==> src/rtl/lc3_debug_arbiter.sv <==
// Round-robin sequencer sharing the LC-3 register-read and direct-memory debug ports between two requesters.
// Latency: gnt and strobe 1 cycle after accept, rsp_valid LAT+2 cycles after accept, back in IDLE at LAT+3.
// Backpressure: one transaction in flight; req levels are sampled only in IDLE and held by the requester until gnt.
module lc3_debug_arbiter #(
    parameter int unsigned MEM_LAT = 2,
    parameter int unsigned REG_LAT = 1
) (
    input  logic        clk,
    input  logic        reset_n,
    input  logic        req_a,
    input  logic        req_b,
    input  logic        a_is_mem,
    input  logic        b_is_mem,
    input  logic [15:0] a_addr,
    input  logic [15:0] b_addr,
    output logic        gnt_a,
    output logic        gnt_b,
    output logic        rsp_valid,
    output logic        rsp_id,
    output logic [15:0] rsp_data,
    output logic        busy,
    output logic        clk_r,
    output logic [2:0]  SR_r,
    input  logic [15:0] Out_r,
    output logic        clk_direct,
    output logic [15:0] address_in_direct,
    input  logic [15:0] mem_out_direct
);

    typedef enum logic [1:0] {
        IDLE  = 2'd0,
        ISSUE = 2'd1,
        WAIT  = 2'd2,
        DONE  = 2'd3
    } state_t;

    localparam logic [3:0] MEM_CNT = 4'(MEM_LAT - 1);
    localparam logic [3:0] REG_CNT = 4'(REG_LAT - 1);

    state_t      state_q;
    state_t      state_d;
    logic        last_b_q;
    logic        is_mem_q;
    logic [3:0]  cnt_q;

    logic        accept;
    logic        win_b;
    logic        sel_is_mem;
    logic [15:0] sel_addr;
    logic        capture;

    always_comb begin
        state_d = state_q;
        accept  = 1'b0;
        win_b   = 1'b0;
        case (state_q)
            IDLE: begin
                if (req_a || req_b) begin
                    accept  = 1'b1;
                    // B wins when it is alone, or on contention when A was served last.
                    win_b   = req_b && (!req_a || !last_b_q);
                    state_d = ISSUE;
                end
            end
            ISSUE:   state_d = WAIT;
            WAIT:    if (cnt_q == 4'd0) state_d = DONE;
            DONE:    state_d = IDLE;
            default: state_d = IDLE;
        endcase
        sel_is_mem = win_b ? b_is_mem : a_is_mem;
        sel_addr   = win_b ? b_addr   : a_addr;
        capture    = (state_q == WAIT) && (cnt_q == 4'd0);
    end

    always_ff @(posedge clk or negedge reset_n) begin
        if (!reset_n) begin
            state_q <= IDLE;
        end else begin
            state_q <= state_d;
        end
    end

    // Outputs are registered from the next-state decision so they line up with the state they belong to.
    always_ff @(posedge clk or negedge reset_n) begin
        if (!reset_n) begin
            gnt_a             <= 1'b0;
            gnt_b             <= 1'b0;
            clk_r             <= 1'b0;
            clk_direct        <= 1'b0;
            busy              <= 1'b0;
            rsp_valid         <= 1'b0;
            rsp_id            <= 1'b0;
            rsp_data          <= 16'h0000;
            SR_r              <= 3'd0;
            address_in_direct <= 16'h0000;
            last_b_q          <= 1'b1;
            is_mem_q          <= 1'b0;
            cnt_q             <= 4'd0;
        end else begin
            gnt_a      <= accept && !win_b;
            gnt_b      <= accept && win_b;
            clk_direct <= accept && sel_is_mem;
            clk_r      <= accept && !sel_is_mem;
            busy       <= (state_d != IDLE);
            rsp_valid  <= capture;
            // last_b_q doubles as the latched transaction id once a request is accepted.
            rsp_id     <= capture && last_b_q;

            if (accept) begin
                last_b_q          <= win_b;
                is_mem_q          <= sel_is_mem;
                address_in_direct <= sel_addr;
                SR_r              <= sel_addr[2:0];
            end

            if (state_q == ISSUE) begin
                cnt_q <= is_mem_q ? MEM_CNT : REG_CNT;
            end else if ((state_q == WAIT) && (cnt_q != 4'd0)) begin
                cnt_q <= cnt_q - 4'd1;
            end

            if (capture) begin
                rsp_data <= is_mem_q ? mem_out_direct : Out_r;
            end
        end
    end

endmodule

==> config.mk <==
export PLATFORM = sky130hd
export DESIGN_NAME = lc3_debug_arbiter
export DESIGN_NICKNAME = d
export VERILOG_FILES = /design/src/rtl/lc3_debug_arbiter.sv
export SDC_FILE = /design/constraint.sdc
export NUM_CORES = 1
export LEC_CHECK = 0
export BUFFER_PORTS_ARGS = -buffer_cell sky130_fd_sc_hd__buf_2
export CAP_MARGIN = 20
export CORE_ASPECT_RATIO = 0.8
export CORE_MARGIN = 2
export CORE_UTILIZATION = 40
export CTS_BUF_LIST = sky130_fd_sc_hd__clkbuf_2
export DETAILED_ROUTE_END_ITERATION = 12
export GPL_TIMING_DRIVEN = 0
export PLACE_DENSITY = 0.71
export SLEW_MARGIN = 40
export SYNTH_ARGS = -nofsm -noshare
export SYNTH_HDL_FRONTEND = slang
export SYNTH_SLANG_ARGS = --single-unit
==> constraint.sdc <==
create_clock -name clk -period 4 [get_ports clk]
set_input_delay 0.6 -clock clk [delete_from_list [all_inputs] [get_ports clk]]
set_output_delay 0.6 -clock clk [all_outputs]
set_load 0.01 [all_outputs]
==> impl_metrics.ini, run 1 <==
[status]
status = completed

[yosys]
ys_ff_latch = 47
synthFlopType = dfrtp_1
async_flop_share_pct = 100
ys_seq_area_share_pct = 50.7
syn_nets = 306
synth_top_area_share_pct = 49.6
synth_area_per_cell_um2 = 10.1
netlist_top_cells_area = dfrtp_1 (50%), mux2i_1 (7.3%), o2111ai_1 (6.4%)
syn_inst = 230
yosysWarnings = 0
synth_area_mm2 = 0.00232
yosys.area.top_type = dfrtp_1
synthDistinctLibCells = 30
synth_edf_count = 0

[cts]
hold_buffers = 0
path_clk_slew_ns = 0.25
cts_max_level = 2
cts_setup_buffers = 0
cts.path.max_buffers = 2
cts_root_buffer = clkbuf_2
clock_latency_ns = 0.42
numCtsBuffers = 5
cts.sinks = 47
cts_tree = built
cts_resized = 0

[timing]
slew_viol_final = 0
setup_viol = 0
timing.final.crit_share_pct = 44.0
tightestPinTransition_ns = 0.577
hold_ws_ns = 0.126
clock_skew_ns = 0.0164
setup_ws_ns = 2.24
rsz0062_at_grt = false
slew_headroom_pct = 61.5
hold_viol = 0
fmax_mhz = 568
final.min_clock_period_ns = 1.76
tns_ns = 0

[cells_and_area]
final_cell_mix = buf_2 (119), dfrtp_1 (46), nor2_1 (39), a21oi_1 (20), o21ai_0 (18)
fin_area_mm2 = 0.00302
final_common_cell = buf_2
fin_nets = 424
drive_gt1_share_pct = 41.3
syn_to_final_growth_pct = 30.2
fillers = 540
diodes = 0

[worst_setup_path]
crit_start = state_q[0]
startpoint_type = register
endpoint_kind = register
slowest_stage = dfrtp_1
worst_r2r_path_depth = 6
crit_arrival_ns = 2.12
slowest_delay_ns = 0.44
r2r_start = state_q[0]
path_cells = inv_1, ha_1, nand2_1, clkbuf_1, o21ai_0, a31oi_1
path_class = reg -> reg
worstPathMaxFanout = 10
reg2reg_setup_slack_ns = 2.24
crit_required_ns = 4.36

[power]
p_clk_share_pct = 9.3
p_int_mw = 1.22
pwr-share-comb_pct = 53.3
swShare_pct = 42.9
p_leak_nw = 1.46
pwr-share-seq_pct = 37.4
ir_worst_vdd_mv = 0.255
p_switching_mw = 0.919
powerDensity_mw_per_mm2 = 709

[routing]
drtIter0Drc = 53
via_per_inst = 5.12
first_pass_iters = 4
ant_nets = 0
num_vias = 2186
wire_per_inst_um = 14.5
drt-total-wl_um = 6210
drcViolationCount = 0

[floorplanning]
num_io_pins = 112
core_region_area_mm2 = 0.00553
die_y_um = 72.2
die_x_um = 89.2
row_count = 24
start_util_pct = 42.0
die-area_mm2 = 0.00643

[placement]
portBuffers = 111
routabilityCongestion = 0.785
place_area_mm2 = 0.00298
dp_slack_ns = 2.24
post-dp-hpwl_um = 4650

[grt]
track_usage_pct = 18.7
grt-ovfl-total = 0
grt_pass1_wl_um = 9390
grt_max_degree = 48
grt_pass1_vias = 2096
antenna_found_initial = 0

[min_path]
min_path_type = in -> async

[run]
drv_cap = 0
-- sequential cells by signal (all words and copies together) (netlist names), 2 cells and up --
signal,flops
cnt_q,4
SR_r,2
state_q,2
rsp_data,16
address_in_direct,14
-- critical path, delay by kind of cell, from the launching register on --
family / cells / cell delay (ns)
and+or+nand+nor: 1 / 0.25
adders and majority gates: 1 / 0.22
DFF: 1 / 0.44
AOI/OAI and AO/OA: 2 / 0.36
buffers and inverters: 2 / 0.44
-- routing by layer --
layer  global-route usage (%)  wire length, um  vias up
met2                     30.4             2750      101
li1                         -                -     1069
met1                     24.7             2870     1012
met5                        0                0        -
met3                     5.35              560        4
met4                     4.81               31        0
-- final cells by class --
type,count,area (um2),area share (%)
Clock buffer,5,25.0,0.828
Clock inverter,3,20.0,0.662
Inverter,8,30.0,0.993
Multi-Input combinational cell,153,986,32.6
Timing Repair Buffer,111,558,18.5
Tap cell,78,97.6,3.23
Sequential cell,47,1180,38.9
Buffer,22,129,4.26
-- power groups by stage --
stage | clock network (mW) | registers, mW | logic, mW
after floorplan | 0 | 0.888 | 0.663
after global placement | 0 | 0.808 | 1.12
after detailed placement | 0 | 0.812 | 1.15
after CTS | 0.207 | 0.802 | 1.15
after global routing | 0.226 | 0.825 | 1.27
final | 0.200 | 0.800 | 1.14
-- cells by family after synthesis --
group / count (synthesis) / synth area share (%)
compound gates: 80 / 22.1
fa+ha+maj: 6 / 3.23
buf+inv: 30 / 6.84
flops: 47 / 50.7
mux: 17 / 7.33
simple gates: 50 / 9.75
-- through the flow --
stage | power, mW | utilization, % | std cells
detailed placement | 1.97 | 53.9 | 419
finish | 2.14 | 54.7 | 427
CTS | 2.16 | 54.7 | 427
global placement | 1.93 | 53.8 | 419
global route | 2.32 | 54.7 | 427
floorplan | 1.55 | - | 230
-- cells in the mapped netlist (all sizes together), types with 3 or more instances --
master    n
dfrtp    46
nor2     39
a21oi    20
buf      18
o21ai    18
a31oi    17
mux2i    17
o2111ai  17
ha        6
inv       6
clkbuf    4
nand2     3
-- path summary, 6_finish.rpt --
check	endpoint
max	address_in_direct[10]
min in group clk	address_in_direct[13]
min reg2reg	rsp_data[10]
max in group asynchronous	last_b_q
max reg2reg	address_in_direct[10]
min	rsp_data[9]
Note: power is estimated with default switching activity, not from simulation.
==> run 2, diff against run 1 <==
==> constraint.sdc (replaced) <==
create_clock -name clk -period 1.67 [get_ports clk]
set_input_delay 0.2505 -clock clk [delete_from_list [all_inputs] [get_ports clk]]
set_output_delay 0.2505 -clock clk [all_outputs]
set_load 0.01 [all_outputs]
==> impl_metrics.ini, run 2 (synthesis gave the netlist of run 1 again) <==
[status]
status = completed

[power]
p_leak_nw = 1.50
powerDensity_mw_per_mm2 = 1720
power_mw = 5.39
ir_worst_vdd_mv = 0.636

[cts]
cts_root_buffer = clkbuf_2
path_clk_slew_ns = 0.25
cts_max_level = 2
cts.path.max_buffers = 2
cts.sinks = 47
numCtsBuffers = 5
cts_tree = built
clock_latency_ns = 0.44

[grt]
grt-ovfl-total = 0
track_usage_pct = 18.8
antenna_found_initial = 0
grt_pass1_wl_um = 9410
grt_max_degree = 48
grt_pass1_vias = 2096

[worst_setup_path]
crit_required_ns = 2.04
reg2reg_setup_slack_ns = 0.06
path_class = reg -> reg
timing.critical_path.buf_inv = 1
startpoint_type = register
r2r_start = cnt_q[1]
worst_r2r_path_depth = 5
endpoint_kind = register
r2r_end = cnt_q[0]
slowest_delay_ns = 0.44
slowest_stage = dfrtp_1
path_cells = inv_1, ha_4, or3b_4, and3_4, o31a_1
crit_arrival_ns = 1.98
cp_top_family = simple AND/OR/NAND/NOR gates
worstPathMaxFanout = 4

[routing]
ant_nets = 0
wire_per_inst_um = 14.7
num_vias = 2221
via_per_inst = 5.13
drt-total-wl_um = 6370
drtIter0Drc = 67
drcViolationCount = 0
first_pass_iters = 4

[floorplanning]
die-area_mm2 = 0.00643
start_util_pct = 42.0
row_count = 24
die_y_um = 72.2
num_io_pins = 112
core_region_area_mm2 = 0.00553
die_x_um = 89.2

[placement]
portBuffers = 111
routabilityCongestion = 0.785
post-dp-hpwl_um = 4650
dp_slack_ns = -0.0601

[timing]
tns_ns = 0
fmax_mhz = 621
tightestPinTransition_ns = 0.583
hold_viol = 0
final.min_clock_period_ns = 1.61
slew_viol_final = 0
hold_ws_ns = 0.0501
setup_viol = 0
setup_ws_ns = 0.0590
timing.final.crit_share_pct = 96.5
clock_skew_ns = 0.0182
slew_headroom_pct = 61.1

[cells_and_area]
diodes = 0
final_cell_mix = buf_2 (116), dfrtp_1 (46), nor2_1 (39), a21oi_1 (20), o21ai_0 (18)
final_common_cell = buf_2
largestRegisters = rsp_data (16), address_in_direct (14), cnt_q (4)
fin_nets = 430
syn_to_final_growth_pct = 34.8
fillers = 539
largest-register = rsp_data
drive_gt1_share_pct = 44.5
largest_register_ffs = 16
multi_input_area_mm2 = 0.00102
seq_area_mm2 = 0.00118

[min_path]
hold_path_startpoint = a_addr[13]
min_path_type = in -> reg
min_path_cells = 3
worstHoldEndpoint = address_in_direct[13]

[run]
drv_cap = 0
-- run 2: timing repair --
| action | 4_1_cts | 5_1_grt |
|---|---|---|
| setup endpoints to repair | 31 | 38 |
| endpoints found under the hold margin | 46 | 0 |
| gates resized for setup | 7 | 14 |
| hold buffers | 1 | 0 |
| cloned | 0 | 0 |
| setup buffers | 0 | 5 |
-- run 2: per-stage QoR --
step                      instances  instance area, um2  utilization, %
after detailed placement        419                2980            53.9
after floorplan                 230                2320               -
final                           433                3130            56.7
after global placement          419                2980            53.8
after global routing            433                3130            56.7
after CTS                       428                3050            55.1
-- run 2: final cells by class --
class | instances | area share (%)
clock inverters | 3 | 0.639
plain buffers | 22 | 5.08
inverters | 8 | 0.959
repair buffers | 117 | 19.3
clock buffers | 5 | 0.799
multi-input cells | 153 | 32.5
flip-flops and latches | 47 | 37.6
well taps | 78 | 3.12
-- run 2: where the power goes --
group	switching, mW	leakage (nW)	total (mW)	internal [mW]
sequential	0.263	0.532	1.91	1.65
clock	0.386	0.0250	0.484	0.0989
combinational	1.64	0.947	2.99	1.35
-- run 2: worst max-delay path by stage --
stage                     from      endpoint  slack, ns  cells after the start
finish                cnt_q[1]      cnt_q[0]       0.06                      5
floorplan             cnt_q[0]      cnt_q[0]       0.12                      5
global placement    state_q[0]    clk_direct      -0.05                      6
global route        state_q[0]       SR_r[1]      -0.04                      8
CTS                 state_q[0]  rsp_data[11]      0.002                      7
detailed placement  state_q[0]    clk_direct      -0.06                      6
-- run 2: routing by layer --
| layer | track usage (%) | vias to the layer above | part of all wire (%) |
|---|---|---|---|
| li1 | - | 1086 | - |
| met1 | 24.7 | 1021 | 45 |
| met2 | 30.6 | 105 | 44 |
| met3 | 5.35 | 9 | 9.3 |
| met4 | 4.81 | 0 | 0.75 |
| met5 | 0 | - | 0 |
-- run 2: tightest hold or removal path, stage by stage --
cell,delay [ns]
buf_2,0.09
o21ai_0,0.06
a31oi_1,0.08
